### src/rtl/ex_pkg.sv
// ----------------------------------------------------------------------------
// ex_pkg
// Shared definitions for the EX/MEM commit slice.
//   - MIPS opcode and R-type funct encodings recognised by the commit stage
//   - bit positions inside the 3-bit ALU flag bus
//   - commit FSM state encodings
//   - op_class_t: the per-instruction classification produced by ex_op_decode
//   - branch_target(): PC-relative branch destination helper
// No ports; imported by ex_op_decode and ex_commit_stage.
// ----------------------------------------------------------------------------
package ex_pkg;

    // Primary opcodes (instr[31:26])
    localparam logic [5:0] OP_RTYPE = 6'h00;
    localparam logic [5:0] OP_BEQ   = 6'h04;
    localparam logic [5:0] OP_BNE   = 6'h05;
    localparam logic [5:0] OP_ADDI  = 6'h08;
    localparam logic [5:0] OP_ADDIU = 6'h09;
    localparam logic [5:0] OP_SLTI  = 6'h0A;
    localparam logic [5:0] OP_SLTIU = 6'h0B;
    localparam logic [5:0] OP_ANDI  = 6'h0C;
    localparam logic [5:0] OP_ORI   = 6'h0D;
    localparam logic [5:0] OP_XORI  = 6'h0E;
    localparam logic [5:0] OP_LUI   = 6'h0F;
    localparam logic [5:0] OP_LW    = 6'h23;
    localparam logic [5:0] OP_SW    = 6'h2B;

    // R-type function codes (instr[5:0])
    localparam logic [5:0] FN_SLL   = 6'h00;
    localparam logic [5:0] FN_SRL   = 6'h02;
    localparam logic [5:0] FN_SRA   = 6'h03;
    localparam logic [5:0] FN_SLLV  = 6'h04;
    localparam logic [5:0] FN_SRLV  = 6'h06;
    localparam logic [5:0] FN_SRAV  = 6'h07;
    localparam logic [5:0] FN_ADD   = 6'h20;
    localparam logic [5:0] FN_ADDU  = 6'h21;
    localparam logic [5:0] FN_SUB   = 6'h22;
    localparam logic [5:0] FN_SUBU  = 6'h23;
    localparam logic [5:0] FN_AND   = 6'h24;
    localparam logic [5:0] FN_OR    = 6'h25;
    localparam logic [5:0] FN_XOR   = 6'h26;
    localparam logic [5:0] FN_NOR   = 6'h27;
    localparam logic [5:0] FN_SLT   = 6'h2A;
    localparam logic [5:0] FN_SLTU  = 6'h2B;

    // Positions inside the ALU flag bus
    localparam int FLAG_ZERO = 2;
    localparam int FLAG_NEG  = 1;
    localparam int FLAG_OVF  = 0;

    // Commit FSM states: normal flow, or holding a pending overflow trap
    localparam logic [0:0] ST_RUN  = 1'b0;
    localparam logic [0:0] ST_TRAP = 1'b1;

    // Everything the commit stage needs to know about an instruction
    typedef struct packed {
        logic is_rtype;   // destination comes from rd instead of rt
        logic is_slt;     // value is the less-than flag, not the ALU result
        logic is_branch;  // beq/bne: produces a branch decision only
        logic is_load;    // lw
        logic is_store;   // sw
        logic can_ovf;    // signed add/sub/addi: overflow flag raises a trap
        logic known;      // recognised encoding; unknown ones are dropped
    } op_class_t;

    // Branch destination: PC+4 plus the sign-extended word offset
    function automatic logic [31:0] branch_target(input logic [31:0] pc4,
                                                  input logic [15:0] imm16);
        branch_target = pc4 + {{14{imm16[15]}}, imm16, 2'b00};
    endfunction

endpackage

### src/rtl/ex_op_decode.sv
// ----------------------------------------------------------------------------
// ex_op_decode
// Purely combinational classification of the instruction that was sent to
// the ALU, so the commit stage knows how to treat the result.
// Ports:
//   i_opcode  in  6   instr[31:26]
//   i_funct   in  6   instr[5:0] (only meaningful for R-type)
//   o_class   out     op_class_t flags (see ex_pkg)
// ----------------------------------------------------------------------------
module ex_op_decode
    import ex_pkg::*;
(
    input  logic [5:0] i_opcode,
    input  logic [5:0] i_funct,
    output op_class_t  o_class
);

    // Unrecognised encodings fall through with known=0 so the top can
    // accept and silently drop them.
    always_comb begin
        o_class = '0;
        if (i_opcode == OP_RTYPE) begin
            o_class.is_rtype = 1'b1;
            case (i_funct)
                FN_ADD, FN_SUB: begin
                    o_class.known   = 1'b1;
                    o_class.can_ovf = 1'b1;
                end
                FN_ADDU, FN_SUBU, FN_AND, FN_OR, FN_XOR, FN_NOR,
                FN_SLL, FN_SRL, FN_SRA, FN_SLLV, FN_SRLV, FN_SRAV: begin
                    o_class.known = 1'b1;
                end
                FN_SLT, FN_SLTU: begin
                    o_class.known  = 1'b1;
                    o_class.is_slt = 1'b1;
                end
                default: begin
                end
            endcase
        end else begin
            case (i_opcode)
                OP_ADDI: begin
                    o_class.known   = 1'b1;
                    o_class.can_ovf = 1'b1;
                end
                OP_ADDIU, OP_ANDI, OP_ORI, OP_XORI, OP_LUI: begin
                    o_class.known = 1'b1;
                end
                OP_SLTI, OP_SLTIU: begin
                    o_class.known  = 1'b1;
                    o_class.is_slt = 1'b1;
                end
                OP_BEQ, OP_BNE: begin
                    o_class.known     = 1'b1;
                    o_class.is_branch = 1'b1;
                end
                OP_LW: begin
                    o_class.known   = 1'b1;
                    o_class.is_load = 1'b1;
                end
                OP_SW: begin
                    o_class.known    = 1'b1;
                    o_class.is_store = 1'b1;
                end
                default: begin
                end
            endcase
        end
    end

endmodule

### src/rtl/ex_commit_stage.sv
// ----------------------------------------------------------------------------
// ex_commit_stage
// Consumer side of the ALU. Registers the ALU result into the EX/MEM
// boundary, resolves beq/bne, forms slt 0/1 values, selects the writeback
// register and turns signed add/sub/addi overflow into a held trap.
// Only DATA_W = 32 is supported.
// Ports:
//   clk, reset          clock, synchronous active-high reset
//   i_in_valid/o_in_ready        ID/EX handshake
//   i_in_instr, i_in_pc4         instruction word and its PC+4
//   i_in_store_data              rt value for sw
//   i_in_alu_result, i_in_alu_flags   ALU outputs ([2] zero, [1] neg, [0] ovf)
//   i_flush                      squash held entry and this cycle's acceptance
//   o_out_valid/i_out_ready      EX/MEM handshake
//   o_out_addr_value             memory address or writeback value
//   o_out_store_data             sw data
//   o_out_wb_reg, o_out_wb_en    destination register and its write enable
//   o_out_mem_read/o_out_mem_write    lw / sw
//   o_br_taken, o_br_target      one-cycle taken-branch pulse and target
//   o_exc_ovf, o_exc_pc, i_exc_ack    overflow trap, its PC, and its clear
// ----------------------------------------------------------------------------
module ex_commit_stage
    import ex_pkg::*;
#(
    parameter int DATA_W = 32,
    parameter int REG_W  = 5
) (
    input  logic              clk,
    input  logic              reset,

    input  logic              i_in_valid,
    output logic              o_in_ready,
    input  logic [31:0]       i_in_instr,
    input  logic [DATA_W-1:0] i_in_pc4,
    input  logic [DATA_W-1:0] i_in_store_data,
    input  logic [DATA_W-1:0] i_in_alu_result,
    input  logic [2:0]        i_in_alu_flags,
    input  logic              i_flush,

    output logic              o_out_valid,
    input  logic              i_out_ready,
    output logic [DATA_W-1:0] o_out_addr_value,
    output logic [DATA_W-1:0] o_out_store_data,
    output logic [REG_W-1:0]  o_out_wb_reg,
    output logic              o_out_wb_en,
    output logic              o_out_mem_read,
    output logic              o_out_mem_write,

    output logic              o_br_taken,
    output logic [DATA_W-1:0] o_br_target,

    output logic              o_exc_ovf,
    output logic [DATA_W-1:0] o_exc_pc,
    input  logic              i_exc_ack
);

    logic [0:0]        r_state;
    logic              r_out_valid;
    logic [DATA_W-1:0] r_out_addr_value;
    logic [DATA_W-1:0] r_out_store_data;
    logic [REG_W-1:0]  r_out_wb_reg;
    logic              r_out_wb_en;
    logic              r_out_mem_read;
    logic              r_out_mem_write;
    logic              r_br_taken;
    logic [DATA_W-1:0] r_br_target;
    logic [DATA_W-1:0] r_exc_pc;

    op_class_t         w_class;
    logic              w_in_ready;
    logic              w_accept;
    logic              w_ovf;
    logic              w_trap;
    logic              w_entry;
    logic              w_br_take;
    logic [REG_W-1:0]  w_dest;
    logic [DATA_W-1:0] w_value;
    logic              w_wb_en;
    logic [DATA_W-1:0] w_br_target;

    ex_op_decode u_decode (
        .i_opcode (i_in_instr[31:26]),
        .i_funct  (i_in_instr[5:0]),
        .o_class  (w_class)
    );

    // Acceptance: only in RUN, never while flushing, and only when the
    // output slot is empty or being drained this very cycle.
    always_comb begin
        w_in_ready = (r_state == ST_RUN) & ~i_flush & (~r_out_valid | i_out_ready);
        w_accept   = i_in_valid & w_in_ready;
    end

    // Classify what an accepted instruction turns into. Branches, trapping
    // overflows and unknown encodings all leave the output slot empty.
    always_comb begin
        w_ovf     = w_class.can_ovf & i_in_alu_flags[FLAG_OVF];
        w_trap    = w_accept & w_ovf;
        w_entry   = w_accept & w_class.known & ~w_class.is_branch & ~w_ovf;
        w_br_take = w_accept & w_class.is_branch & i_in_alu_flags[FLAG_ZERO];
    end

    // Payload formation. R-type writes rd, I-type writes rt; writes to r0
    // are suppressed, and stores never write back.
    always_comb begin
        w_dest      = w_class.is_rtype ? i_in_instr[15:11] : i_in_instr[20:16];
        w_value     = w_class.is_slt ? {{(DATA_W-1){1'b0}}, i_in_alu_flags[FLAG_NEG]}
                                     : i_in_alu_result;
        w_wb_en     = ~w_class.is_store & (w_dest != '0);
        w_br_target = branch_target(i_in_pc4, i_in_instr[15:0]);
    end

    // Commit FSM. A trap parks the stage (in_ready=0) until software
    // acknowledges it; flush deliberately has no effect here.
    always_ff @(posedge clk) begin
        if (reset) begin
            r_state <= ST_RUN;
        end else begin
            case (r_state)
                ST_RUN: begin
                    if (w_trap) begin
                        r_state <= ST_TRAP;
                    end
                end
                ST_TRAP: begin
                    if (i_exc_ack) begin
                        r_state <= ST_RUN;
                    end
                end
                default: begin
                    r_state <= ST_RUN;
                end
            endcase
        end
    end

    // Trapping instruction's own PC is captured at acceptance and held.
    always_ff @(posedge clk) begin
        if (reset) begin
            r_exc_pc <= '0;
        end else if (w_trap) begin
            r_exc_pc <= i_in_pc4 - 32'd4;
        end
    end

    // EX/MEM output slot. A new entry overwrites the slot even while the
    // old one is being consumed, so back-to-back transfers have no bubble.
    // The payload only changes on a load, which keeps it stable during a
    // stall.
    always_ff @(posedge clk) begin
        if (reset) begin
            r_out_valid      <= 1'b0;
            r_out_addr_value <= '0;
            r_out_store_data <= '0;
            r_out_wb_reg     <= '0;
            r_out_wb_en      <= 1'b0;
            r_out_mem_read   <= 1'b0;
            r_out_mem_write  <= 1'b0;
        end else if (i_flush) begin
            r_out_valid <= 1'b0;
        end else if (w_entry) begin
            r_out_valid      <= 1'b1;
            r_out_addr_value <= w_value;
            r_out_store_data <= i_in_store_data;
            r_out_wb_reg     <= w_dest;
            r_out_wb_en      <= w_wb_en;
            r_out_mem_read   <= w_class.is_load;
            r_out_mem_write  <= w_class.is_store;
        end else if (i_out_ready) begin
            r_out_valid <= 1'b0;
        end
    end

    // Taken-branch pulse lasts one cycle; the target is held afterwards.
    always_ff @(posedge clk) begin
        if (reset) begin
            r_br_taken  <= 1'b0;
            r_br_target <= '0;
        end else begin
            r_br_taken <= w_br_take;
            if (w_br_take) begin
                r_br_target <= w_br_target;
            end
        end
    end

    assign o_in_ready       = w_in_ready;
    assign o_out_valid      = r_out_valid;
    assign o_out_addr_value = r_out_addr_value;
    assign o_out_store_data = r_out_store_data;
    assign o_out_wb_reg     = r_out_wb_reg;
    assign o_out_wb_en      = r_out_wb_en;
    assign o_out_mem_read   = r_out_mem_read;
    assign o_out_mem_write  = r_out_mem_write;
    assign o_br_taken       = r_br_taken;
    assign o_br_target      = r_br_target;
    assign o_exc_ovf        = (r_state == ST_TRAP);
    assign o_exc_pc         = r_exc_pc;

endmodule

### config.mk
export PLATFORM = sky130hd
export DESIGN_NAME = ex_commit_stage
export DESIGN_NICKNAME = d
export VERILOG_FILES = /design/src/rtl/ex_pkg.sv /design/src/rtl/ex_op_decode.sv /design/src/rtl/ex_commit_stage.sv
export SDC_FILE = /design/constraint.sdc
export NUM_CORES = 1
export LEC_CHECK = 0
export CORE_ASPECT_RATIO = 1.1
export CORE_MARGIN = 3
export CORE_UTILIZATION = 35
export DETAILED_ROUTE_END_ITERATION = 8
export GPL_TIMING_DRIVEN = 0
export PLACE_DENSITY_LB_ADDON = 0.25
export SYNTH_ARGS = -nofsm -noshare
export SYNTH_HDL_FRONTEND = slang
export SYNTH_HIERARCHICAL = 1
export SYNTH_SLANG_ARGS = --single-unit
### constraint.sdc
create_clock -name clk -period 7.2 [get_ports clk]
set_clock_uncertainty 0.05 [all_clocks]
set_input_delay 1.8 -clock clk [delete_from_list [all_inputs] [get_ports clk]]
set_output_delay 1.8 -clock clk [all_outputs]
set_load 0.01 [all_outputs]
; Word level (Yosys, flattened, before mapping)
; Index checks and enable logic that the tools add are counted.
[word_totals]
elab_cells = 90
out_inout_bits = 140
in_bits = 137
reg_bits = 139
[op_classes]
n_reduce_logical = 12
n_eq_ne = 27
addsub = 2
mux = 20
bitwise = 18
[op_table]
columns = operator, n
row1 = $eq 6x6->1 const B, 12
row2 = $eq 6x4->1 const B, 8
row3 = $add 32x32->32, 1
row4 = $mux 32, 1
row5 = $sub 32x3->32 const B, 1
row6 = $eq 6x3->1 const B, 5
row7 = $reduce_or 16->1, 1
row8 = $mux 1, 15
row9 = $eq 6x2->1 const B, 2
row10 = $logic_not 6->1, 2
row11 = $reduce_or 12->1, 1
row12 = $and 1x1->1, 11
row13 = $reduce_or 2->1, 5
row14 = $not 1->1, 6
row15 = $mux 5, 1
row16 = $reduce_bool 5->1, 1
row17 = $mux 3, 1
row18 = $mux 2, 1
row19 = $pmux 1 s2, 1
row20 = $reduce_and 2->1, 1
row21 = $reduce_bool 2->1, 1
row22 = $or 1x1->1, 1

; Longest topological paths before layout
[depth]
depth_word = 8
depth_mapped = 10
mapped_depth_nobuf = 10

; By module
; The synthesis kept the hierarchy.
[by_module_without_submodules]
columns = mod, seq_area_each_um2, instances, cells_each, area_per_inst_um2
row1 = ex_commit_stage, 2782.7, 1, 914, 7289.5
row2 = ex_op_decode, 0.0, 1, 25, 150.1

; Worst setup path after synthesis
; OpenSTA, ideal clock, no wires.
[synth_path]
path_kind = input to output
startpoint = in i_out_ready
endpoint = out o_in_ready
slack_ps = 3235
arrival_ps = 2115
required_time_ps = 5350
path_buffers = 0
cell_stages = 2
path_cell_list = nor2b_1 nor3_1
[synth_between]
elab_chain_cells = 2
[synth_rtl]
columns = element, line_no
row1 = start: declaration, ex_commit_stage.sv:41  ; input logic i_out_ready,
row2 = $or 1x1->1, ex_commit_stage.sv:90  ; w_in_ready = (r_state == ST_RUN) & ~i_flush & (~r_out_valid | i_out_ready);
row3 = $and 1x1->1, ex_commit_stage.sv:90
row4 = end: declaration, ex_commit_stage.sv:32  ; output logic o_in_ready,
; Every way passes these cells.

; Worst setup path after layout
; Same ends and word-level chain as after synthesis.

==> results by stage <==
Outcome:
- The run finished with clean final reports.

Timing:
- The worst path in the final design needs a cycle of 4.91 ns, including I/O delays and setup.
- Setup violations remaining at the end of the flow were counted as 0.
- The highest clock frequency the design can meet is 0.204 GHz.
- The transition time at the pin with the least slew margin is 0.803 ns.
- The worst pin sits at a relative slew slack of 0.463.
- Setup repair after global routing left no endpoint under its margin.
- The final hold violation count came to 0.
- The total count of max-transition violations in the final report came to 0.
- The final critical-path share of the clock period is 0.682.
- The sum of negative setup slack is 0 ns.

Synth:
- The biggest area consumer among synthesized cells is dfxtp_1.
- After synthesis, the mean cell area works out to 7.92 µm².
- The yosys synthesis warning count is 6.
- The number of distinct library cells after synthesis is 68.
- In the synthesized netlist the dominant register cell turns out to be dfxtp_1.
- The most repeated cell in the gate-level netlist after synthesis is nand2_1.
- Counting every net in the synthesized netlist gives 1,107.
- By count the netlist is led by nand2_1, dfxtp_1, a21oi_1, nor2_1, clkbuf_1.
- The fraction of synthesis flops using an asynchronous set or reset pin is 0.
- The sequential share of the synthesized area is 0.374.
- The number of flip-flops and latches in the synthesized netlist is 139.
- The number of enable flip-flop cells after synthesis is 0.
- Synthesis produced 939 cells.
- Ranked by total cell area, the synthesized netlist is headed by dfxtp_1, a21oi_1, nand2_1.
- The mapped cell area is 7440 µm².
- The share of synthesized area in the top cell type comes to 0.374.

Clock tree:
- The CTS buffer count is 17.
- The CTS root buffer is clkbuf_16.
- The quantity of hold-fixing buffers added after cts is 0.
- After clock tree synthesis, the repair step resized 0 gates.
- The clock reaches the later pin of the worst-skew pair after 0.43 ns.
- The number of buffers on the longest clock path is 2.
- Buffers added to address setup during post-CTS repair amount to 0.
- For this design, the sink count on the clock tree is 139.
- Clock-pin slew was measured on the worst setup and hold paths at 0.07 ns.
- The total number of H-tree levels is 4.
- The CTS tree is built.

Global routing:
- For this run the aggregate overflow at the end of global routing stands at 0.
- The global routing met3 resource utilization is 0.0665.
- For this run, global-route usage on met2 was measured as 0.413.
- The aggregate global-route resource usage is 0.237.
- The met1 capacity usage during global routing is 0.275.
- Entering global routing, the biggest net connects 18 pins.
- The global routing's busiest layer is met2.
- The initial antenna violation count is 2.
- The global-route wire length before repair is 43,400 µm.
- The via count of the first global-routing pass is 7,600.

Cells and area:
- The number of antenna diodes is 0.
- From synthesis to final layout, the design area changed by 48.7%.
- At the end of the flow the core is filled with cells to 0.534.
- The finished cells cover 11,100 µm².
- The net count of the finished layout is 1,396.
- The share of final-layout standard cells stronger than drive strength 1 is 0.0427.
- The number of standard cells in the layout, taps in and fillers out is 1,526.

Floorplanning:
- From bottom edge to top edge, the die measures 159 µm.
- The number of rows created at floorplan is 55.
- The die width is 145 µm.
- 277 I/O pins were placed.
- The die area is 23,000 µm².
- The effective utilization at floorplan is 0.359.
- The placeable core area is 20,700 µm².

Route:
- Once detail routing completed, the nets flagged for antenna violations numbered 0.
- In the routed design, unresolved DRC markers number 0.
- The routed wire length per instance is 18.6 µm.
- The wire length reported by the detailed router is 28,400 µm.
- The final route contains 8,056 vias.
- The mean number of vias per cell is 5.28.
- The number of iterations in the first detailed-routing pass is 5.
- For this block, the initial DRC count from the detailed router was 469.

Power and ir drop:
- The share of total power dissipated in the clock network is 0.433.
- Power spread over the standard cell area amounts to 178 nW/µm².
- IR analysis of the VDD net gives a maximum drop of 0.161 mV.
- For this design the static power due to leakage is 0.00373 µW.
- The share of total power dissipated in sequential elements is 0.397.
- Summed over all nets, the switching power comes to 574 µW.
- The share of total power consumed by net switching is 0.292.
- The internal portion of total power is 1390 µW.
- The share of total power dissipated in combinational logic is 0.170.

Worst setup path:
- The critical path class is in2out.
- The setup slack of the worst register-to-register path is 4.67 ns.
- For the worst setup path, the data required time is 5.35 ns.
- STA classifies the critical path endpoint as an output pin.
- The maximum fanout count along the critical path is 3.
- The startpoint class of the critical path is an input pin.
- Data arrives at the worst endpoint at 3.06 ns.
- In this run the critical register-to-register path is launched from o_out_valid.
- In this run the worst setup path begins at i_out_ready.

Place:
- At the end of routability-driven placement, the weighted congestion stood at 0.929.
- The half-perimeter wire length of the detailed placement result is 22,300 µm.
- The placed cell area is 10,500 µm².
- The number of placed instances, taps included, is 1,494.
- Buffers placed on the I/O ports in this run total 270.

Worst hold path:
- The class of the worst hold path is reg2reg.
- The startpoint identified for the worst hold timing path is o_out_addr_value[18].

Flow run:
- The count of maximum capacitance violations is 0.
[per-layer routing]
layer,wire length (µm),vias up,part of all wire
li1,-,3935,-
met1,11200,3764,0.39
met2,14100,297,0.50
met3,2170,56,0.076
met4,944,4,0.033
met5,21,-,0.00074
[power groups by stage]
stage	combinational [µW]	sequential (µW)	clock, µW
3_3_place_gp	327	799	0
5_1_grt	363	782	903
4_1_cts	332	781	865
2_1_floorplan	164	803	0
6_report	334	781	851
3_5_place_dp	330	799	0
[area by class of cell]
cell class / instances / area [µm²]
Clock buffer: 18 / 439
Fill cell: 2042 / 9650
Multi-Input combinational cell: 725 / 4370
Tap cell: 285 / 357
Clock inverter: 14 / 124
Buffer: 63 / 239
Inverter: 12 / 45.0
Timing Repair Buffer: 270 / 2700
Sequential cell: 139 / 2780
[logic make-up (layout without fill, tap and decap cells)]
group	count (synthesis)	count (layout)	synth area share
compound gates	259	259	0.214
xor+xnor	35	35	0.0412
fa+ha+maj	31	31	0.0531
buf+inv	75	377	0.0382
flops	139	139	0.374
mux	8	8	0.0108
simple gates	392	392	0.268
[through the flow]
step | total power, µW | hold WS [ns] | setup WS (ns)
after floorplan | 967 | 0.426 | 3.23
after global placement | 1130 | 0.389 | 1.93
after detailed placement | 1130 | 0.393 | 1.87
after CTS | 1980 | 0.402 | 2.28
after global routing | 2050 | 0.415 | 2.07
final | 1970 | 0.399 | 2.29
[final timing paths]
check / end / cells past startpoint
max reg2reg: o_exc_pc[17] / 7
min: o_out_addr_value[18] / 2
max: o_in_ready / 4
min reg2reg: o_out_addr_value[18] / 2
[cell usage in the layout, fill, tap and decap left out, types with 9 or more instances in the layout]
master	n
clkbuf_16	17
nand2b_1	12
clkbuf_1	60
nand2_1	156
ha_1	30
nand3_1	17
nor3_1	18
nor2_1	73
dfxtp_1	139
a211oi_1	38
o21ai_0	34
clkdlybuf4s50_1	270
xnor2_1	22
nand3b_1	41
a21oi_1	123
or3_1	10
xor2_1	13
a21o_1	10
nand4_1	10
nor4_1	9
inv_1	12
[critical path, stage by stage]
cell and delay, ns:
clkdlybuf4s50_1 0.47, nor2b_1 0.07, nor3_1 0.13, clkdlybuf4s50_1 0.58
Power figures use the tool's default switching activity.
